**src/rtl/mem_ctrl_pkg.sv**
```systemverilog
// mem_ctrl_pkg
//   Shared types and constants for the memory-stage controller:
//   FSM state type, REQ_CTRL target encodings, default data width
//   and the read data returned when an external access times out.
package mem_ctrl_pkg;

    localparam int unsigned DEFAULT_DATA_W = 48;

    // REQ_CTRL: 000 selects the local RAM, any other value is an external device id
    localparam logic [2:0] CTRL_RAM = 3'b000;

    localparam logic [47:0] BUS_ERR_DATA = 48'hFFFF_FFFF_FFFF;

    typedef enum logic [1:0] {
        IDLE,
        RAM_ACC,
        EXT_WAIT,
        DONE
    } memState_t;

endpackage

```
**src/rtl/mem_ctrl_timeout.sv**
```systemverilog
// mem_ctrl_timeout
//   Loadable down-counter used to bound the external-bus ack wait.
//   Ports:
//     clk, rst_n  - clock, asynchronous active-low reset
//     load        - load loadValue into the counter
//     clear       - force the counter to zero (highest priority)
//     tick        - decrement by one (saturates at zero)
//     loadValue   - value loaded on load
//     expired     - counter is zero
module mem_ctrl_timeout #(
    parameter int unsigned CNT_W = 8
) (
    input  logic             clk,
    input  logic             rst_n,
    input  logic             load,
    input  logic             clear,
    input  logic             tick,
    input  logic [CNT_W-1:0] loadValue,
    output logic             expired
);

    logic [CNT_W-1:0] count;

    always_ff @(posedge clk or negedge rst_n) begin
        if (!rst_n) begin
            count <= '0;
        end else if (clear) begin
            count <= '0;
        end else if (load) begin
            count <= loadValue;
        end else if (tick && (count != '0)) begin
            count <= count - 1'b1;
        end
    end

    always_comb expired = (count == '0);

endmodule

```
**src/rtl/mem_ctrl.sv**
```systemverilog
// mem_ctrl
//   Memory-stage controller downstream of the CPU M stage. Routes each
//   request to the local data RAM (REQ_CTRL = 000) or to the external
//   peripheral bus (REQ_CTRL = device id), stalls the CPU clock gate via
//   WAIT_SIGNAL while the access is in flight, and releases it for one
//   DONE cycle at completion.
//   Optional feature: define MEM_CTRL_TIMEOUT_EN to bound the external ack
//   wait at TIMEOUT_CYCLES (timeout returns all-ones read data and sets ERR).
//   Ports:
//     CLK, RESET         - master clock, asynchronous active-low reset
//     REQ_*              - registered M-stage request
//     RSP_RDATA          - read data, updated only by completed reads
//     WAIT_SIGNAL        - stall request to the CPU clock gate
//     ERR                - sticky misalignment / timeout error
//     RAM_*              - local synchronous RAM (1-cycle read latency)
//     EXT_*              - external peripheral bus
module mem_ctrl
    import mem_ctrl_pkg::*;
#(
    parameter int unsigned DATA_W         = DEFAULT_DATA_W,
    parameter int unsigned RAM_AW         = 10,
    parameter int unsigned TIMEOUT_CYCLES = 255
) (
    input  logic              CLK,
    input  logic              RESET,
    input  logic              REQ_VALID,
    input  logic              REQ_WE,
    input  logic [2:0]        REQ_CTRL,
    input  logic [DATA_W-1:0] REQ_ADDR,
    input  logic [DATA_W-1:0] REQ_WDATA,
    output logic [DATA_W-1:0] RSP_RDATA,
    output logic              WAIT_SIGNAL,
    output logic              ERR,
    output logic              RAM_WE,
    output logic [RAM_AW-1:0] RAM_ADDR,
    output logic [DATA_W-1:0] RAM_WDATA,
    input  logic [DATA_W-1:0] RAM_RDATA,
    output logic              EXT_REQ,
    output logic              EXT_WE,
    output logic [2:0]        EXT_SEL,
    output logic [DATA_W-1:0] EXT_ADDR,
    output logic [DATA_W-1:0] EXT_WDATA,
    input  logic              EXT_ACK,
    input  logic [DATA_W-1:0] EXT_RDATA
);

    memState_t         state;
    logic              heldWe;
    logic [2:0]        heldCtrl;
    logic [DATA_W-1:0] heldAddr;
    logic [DATA_W-1:0] heldWdata;
    logic              misaligned;
    logic              timeoutHit;

    always_comb misaligned = (REQ_ADDR[1:0] != 2'b00);

`ifdef MEM_CTRL_TIMEOUT_EN
    localparam int unsigned CNT_W = $clog2(TIMEOUT_CYCLES + 1);

    logic toExpired;

    // Reloaded while idle; counts down once per EXT_WAIT cycle so it reaches
    // zero in the TIMEOUT_CYCLES-th waiting cycle.
    mem_ctrl_timeout #(
        .CNT_W(CNT_W)
    ) timeoutCnt (
        .clk      (CLK),
        .rst_n    (RESET),
        .load     (state == IDLE),
        .clear    ((state == EXT_WAIT) && EXT_ACK),
        .tick     (state == EXT_WAIT),
        .loadValue(CNT_W'(TIMEOUT_CYCLES - 1)),
        .expired  (toExpired)
    );

    always_comb timeoutHit = (state == EXT_WAIT) && toExpired;
`else
    localparam int unsigned unusedTimeoutCycles = TIMEOUT_CYCLES;

    always_comb timeoutHit = 1'b0;
`endif

    always_ff @(posedge CLK or negedge RESET) begin
        if (!RESET) begin
            state     <= IDLE;
            heldWe    <= 1'b0;
            heldCtrl  <= '0;
            heldAddr  <= '0;
            heldWdata <= '0;
            RSP_RDATA <= '0;
            ERR       <= 1'b0;
            EXT_REQ   <= 1'b0;
            RAM_WE    <= 1'b0;
        end else begin
            RAM_WE <= 1'b0;
            case (state)
                IDLE: begin
                    if (REQ_VALID) begin
                        heldWe    <= REQ_WE;
                        heldCtrl  <= REQ_CTRL;
                        heldAddr  <= REQ_ADDR;
                        heldWdata <= REQ_WDATA;
                        if (misaligned) begin
                            ERR   <= 1'b1;
                            state <= DONE;
                        end else if (REQ_CTRL == CTRL_RAM) begin
                            RAM_WE <= REQ_WE;
                            state  <= RAM_ACC;
                        end else begin
                            EXT_REQ <= 1'b1;
                            state   <= EXT_WAIT;
                        end
                    end
                end
                RAM_ACC: begin
                    if (!heldWe) begin
                        RSP_RDATA <= RAM_RDATA;
                    end
                    state <= DONE;
                end
                EXT_WAIT: begin
                    if (EXT_ACK) begin
                        if (!heldWe) begin
                            RSP_RDATA <= EXT_RDATA;
                        end
                        EXT_REQ <= 1'b0;
                        state   <= DONE;
                    end else if (timeoutHit) begin
                        if (!heldWe) begin
                            RSP_RDATA <= DATA_W'(BUS_ERR_DATA);
                        end
                        ERR     <= 1'b1;
                        EXT_REQ <= 1'b0;
                        state   <= DONE;
                    end
                end
                DONE: begin
                    state <= IDLE;
                end
                default: begin
                    state <= IDLE;
                end
            endcase
        end
    end

    // The RAM has a 1-cycle read latency, so the address is presented straight
    // from the request while idle; RAM_RDATA is then valid during RAM_ACC.
    always_comb begin
        RAM_ADDR  = (state == IDLE) ? REQ_ADDR[RAM_AW+1:2] : heldAddr[RAM_AW+1:2];
        RAM_WDATA = heldWdata;
        EXT_WE    = heldWe;
        EXT_SEL   = heldCtrl;
        EXT_ADDR  = heldAddr;
        EXT_WDATA = heldWdata;
    end

    always_comb begin
        WAIT_SIGNAL = ((state == IDLE) && REQ_VALID) || (state == RAM_ACC) || (state == EXT_WAIT);
    end

endmodule
```
**config.mk**
```make
export PLATFORM = sky130hd
export DESIGN_NAME = mem_ctrl
export DESIGN_NICKNAME = d
export VERILOG_FILES = /design/src/rtl/mem_ctrl_pkg.sv /design/src/rtl/mem_ctrl_timeout.sv /design/src/rtl/mem_ctrl.sv
export SDC_FILE = /design/constraint.sdc
export NUM_CORES = 1
export LEC_CHECK = 0
export ABC_AREA = 1
export ABC_CLOCK_PERIOD_IN_PS = 1800
export CAP_MARGIN = 25
export CORE_AREA = 2 2 159 161
export CTS_BUF_LIST = sky130_fd_sc_hd__clkbuf_2 sky130_fd_sc_hd__clkbuf_4 sky130_fd_sc_hd__clkbuf_8
export CTS_CLUSTER_DIAMETER = 150
export CTS_CLUSTER_SIZE = 10
export DETAILED_ROUTE_END_ITERATION = 10
export DIE_AREA = 0 0 161 163
export REMOVE_ABC_BUFFERS = 1
export SKIP_LAST_GASP = 1
export SYNTH_ARGS = -nofsm -noshare
export SYNTH_HDL_FRONTEND = slang
export SYNTH_SLANG_ARGS = --single-unit
export TNS_END_PERCENT = 20
```
**constraint.sdc**
```tcl
create_clock -name CLK -period 1.8 [get_ports CLK]
set_input_delay 0.36 -clock CLK [delete_from_list [all_inputs] [get_ports CLK]]
set_output_delay 0.36 -clock CLK [all_outputs]
set_load 0.05 [all_outputs]
```
After elaboration in Yosys (flattened, before gate mapping)
Index checks and enable logic that the tools add are counted.
- reduce and logical (&&, ||, !) cells: 13
- eq/ne operators: 9
- muxes and demuxes: 19
- operators with widths (kind ; number):
    48-bit 2-to-1 mux ; 3
    48-bit case mux with 2 select lines ; 1
    2-bit inequality test (second input constant) ; 6
    10-bit 2-to-1 mux ; 1
    1-bit 2-to-1 mux ; 8
    2-bit 2-to-1 mux ; 4
    2-bit case mux with 4 select lines ; 1
    2-bit nonzero test ; 3
    5-bit AND reduction ; 1
    2-bit equality test (second input constant) ; 2
    2-bit AND reduction ; 2
    4-bit AND reduction ; 1
    3-bit logical NOT ; 1
    3-bit AND reduction ; 1
    2-bit by 1-bit equality test with 1-bit output (second input constant) ; 1
    2-bit logical NOT ; 1
    1-bit logical OR ; 2
    1-bit case mux with 2 select lines ; 1
    1-bit logical AND ; 1
- input port bits: 200
- output and inout bits: 210
- bits in registers: 153
- word-level logic and storage cells: 50

Longest topological paths before layout
- depth after elaboration: 5
- depth in mapped cells: 11
- depth with buffers taken out: 9

Worst setup path before layout
Ideal clock, no wire load.
- path type: reg2out
- from: register state[0]
- to: output port RAM_ADDR[8]
- buffers on the path: 1
- arrival: 1.979 ns
- required time: 1.440 ns
- setup slack: -0.539 ns
- cell stages (with the launch flop): 6
- cell sequence: dfrtp_1 -> inv_1 -> ha_1 -> inv_1 -> clkbuf_1 -> o21ai_0
- word-level cells in the longest chain between the ends: 2
- RTL lines (element ; line ; text):
    start, declared ; mem_ctrl.sv:47 ; memState_t state;
    start signal, assigned ; mem_ctrl.sv:85 ; state <= IDLE;
    start signal, assigned ; mem_ctrl.sv:105 ; state <= DONE;
    start signal, assigned ; mem_ctrl.sv:108 ; state <= RAM_ACC;
    2-bit logical NOT ; mem_ctrl.sv:150 ; RAM_ADDR = (state == IDLE) ? REQ_ADDR[RAM_AW+1:2] : heldAddr[RAM_AW+1:2];
    10-bit 2-to-1 mux ; mem_ctrl.sv:150 ;
    end, declared ; mem_ctrl.sv:35 ; output logic [RAM_AW-1:0] RAM_ADDR,
No other way between the ends.

Final worst setup path
- from: register state[0]
- to: output port RAM_ADDR[3]
The elaborated chain is that of the path after synthesis.

==> metrics.md <==
| Metric | Value |
|---|---|
| Yosys top cell area share | 54.7% |
| Critical path data arrival time | 1.69 ns |
| Fillers | 2412 |
| DRT Pass-1 Iters | 4 |
| Num CTS Buffers | 17 |
| Cell family with most CP delay | buffers and inverters |
| CTS tree | built |
| Sequential element share of the synthesized area | 54.7% |
| Placed cell count | 1400 |
| Largest net degree at the start of global routing | 63 |
| Worst setup EP type | primary output |
| Max-slew headroom | 74.9% |
| Vias/cell | 4.21 |
| Slowest cell on crit path | dfrtp_1 |
| Yosys reg bits | 153 |
| H-tree depth | 4 |
| Core area | 24700 um^2 |
| Final net count | 1314 |
| RSZ-0062 raised after global routing | true |
| Commonest non-fill, non-tap cell in the layout | buf_4 |
| Most frequent cells in the layout | 219 x buf_4, 216 x nand2_1, 198 x clkdlybuf4s50_1 |
| Post-route insts no fill | 1456 |
| Ordered cell list for the critical path | inv_2 -> ha_4 -> inv_6 -> clkbuf_16 -> o21ai_4 -> buf_6 -> buf_12 |
| I/O pin total | 410 |
| Failing checks | setup timing |
| Critical Path RT | 1.44 ns |
| Post-synthesis cell count | 712 |
| Status | finished with violations |
| Synthesized area | 7010 um^2 |
| Via count | 6129 |
| DRC | 0 |
| Die area | 26200 um^2 |
| Worst Path Buf+Inv | 5 |
| Syn avg cell area | 9.84 um^2 |
| Area grow syn2layout | 69.7% |
| Max incr delay on CP | 0.40 ns |
| Maximum clock insertion buffer count | 2 |
| Gpl congestion | 0.788 |
| Startpoint types | flip-flop |
| Layout cells sized above 1 | 35.4% |
| Buffers on Ports | 409 |
| DRT iter0 DRCs | 207 |
| HP Class | in2async |
| CTS root buf | clkbuf_8 |
| Final WS setup | -0.246 ns |
| Crit path kind | reg2out |
| Vias in the first global route | 5869 |
| Max Slew Vio Count | 0 |
| Final min period | 2.05 ns |
| Yosys top cell by area | dfrtp_1 |
| Achievable frequency | 489 MHz |
| Crit share post-route | 114% |
| Setup TNS | -3.77 ns |
| Post-synth top flop | dfrtp_1 |
| Placement Rows | 58 |
| FFs w/ async S/R, synth | 100% |
| Final hold vios | 0 |
| Final WL | 24000 um |
| All-layer global routing usage | 17.0% |
| Initial antenna violation count | 3 |
| Post-detail-place hpwl | 18000 um |
| Yosys cell types | 22 |
| Die X | 161 um |
| Critical Path Fanout Max | 5 |
| Die H | 163 um |
| Fin util | 48.2% |
| Initial Util | 28.4% |
| Maxcap violations | 0 |
| WL/cell | 16.5 um |
| EDFF count, synth | 0 |
| Clock Pin Slew Worst Setup and Hold Paths | 0.10 ns |
| Setup Skew | 0.0214 ns |
| Area contributors post-synth | dfrtp_1 55%, nand2_1 12%, mux2_2 10% |
| Least-Margin Pin Slew | 0.376 ns |
| First-pass GRT wire length | 33600 um |
| Final setup vio count | 53 |
| # clock sinks | 153 |
| Syn. warnings | 0 |
| Grt ovf | 0 |
| Post-route ant nets | 0 |
| Clock latency on the worst-skew pair | 0.45 ns |
[routing by layer]
metal,vias up,GRT usage (%),share of wire [%]
met5,-,0,0
met4,0,6.49,1.7
met3,17,5.12,7.2
met2,255,30.7,53
met1,2857,18.9,38
li1,3000,-,-
[Yosys cell counts, types with 4 or more instances]
library cell,count
nand2_1,230
clkbuf_1,10
o21ai_0,33
o21ai_1,39
buf_2,16
ha_1,4
buf_4,48
buf_6,9
dfrtp_1,153
mux2_1,24
inv_1,69
mux2_2,62
[worst reg2reg max path: stages, from the launching register on]
cell	delay, ns
dfrtp_1	0.37
inv_2	0.07
buf_4	0.13
buf_6	0.11
ha_4	0.17
buf_12	0.13
nand2_4	0.06
nor3b_4	0.17
buf_6	0.15
buf_12	0.15
buf_4	0.17
nand2_1	0.05
o21ai_1	0.08
[cell type report]
| type | instances | area, um^2 | share of cell area [%] |
|---|---|---|---|
| Clock inverter | 14 | 135 | 1.14 |
| Tap cell | 330 | 413 | 3.47 |
| Multi-Input combinational cell | 407 | 2540 | 21.4 |
| Clock buffer | 18 | 241 | 2.03 |
| Antenna cell | 3 | 7.51 | 0.0632 |
| Timing Repair Buffer | 462 | 4460 | 37.5 |
| Sequential cell | 153 | 3830 | 32.2 |
| Inverter | 69 | 264 | 2.22 |
[timing repair]
action,in CTS,in global routing
pin swaps,4,7
setup endpoints to repair,11,118
hold endpoints to repair,16,0
hold buffers,1,0
buffers inserted,7,9
cloned,1,9
resized for setup,31,53
[flip-flops by register name, indices dropped and copies added, names as in the netlist]
signal     flops
state          2
ERR            1
RSP_RDATA     48
EXT_REQ        1
EXT_WDATA     48
EXT_ADDR      48
EXT_WE         1
RAM_WE         1
EXT_SEL        3
[path summary, 6_finish.rpt]
kind / depth (start not counted) / startpoint / slack (ns) / to
worst max-delay path: 7 / state[0] / -0.25 / RAM_ADDR[3]
worst min-delay path: 2 / RESET / 0.33 / RSP_RDATA[11]
max in group asynchronous: 3 / RESET / 0.83 / EXT_WDATA[6]
worst max register to register: 12 / state[0] / -0.08 / RSP_RDATA[2]
min in group CLK: 3 / REQ_WE / 0.48 / RAM_WE
worst min register to register: 1 / ERR / 0.48 / ERR
[stage by stage]
stage	instance area [um^2]	setup slack, ns	hold slack, ns
2_1_floorplan	6430	-2.03	0.0644
3_3_place_gp	10900	0.0116	0.222
3_5_place_dp	10900	0.0121	0.226
4_1_cts	11500	-0.258	0.273
5_1_grt	11900	-0.324	0.293
6_report	11900	-0.246	0.327
[logic make-up (layout without fill, tap and decap cells)]
kind of cell / Yosys count / in the layout / share of synthesized area, %
AND/OR/NAND/NOR: 242 / 242 / 13.4
multiplexers: 86 / 86 / 13.8
adder cells (fa/ha/maj): 4 / 4 / 0.714
buffers and inverters: 152 / 563 / 12.0
other: 0 / 3 / 0
AO/OA/AOI/OAI: 75 / 75 / 5.43
flip-flops: 153 / 153 / 54.7
Power is not shown: default switching activity piles up to over one toggle a cycle in this logic, so the estimate is an artifact.
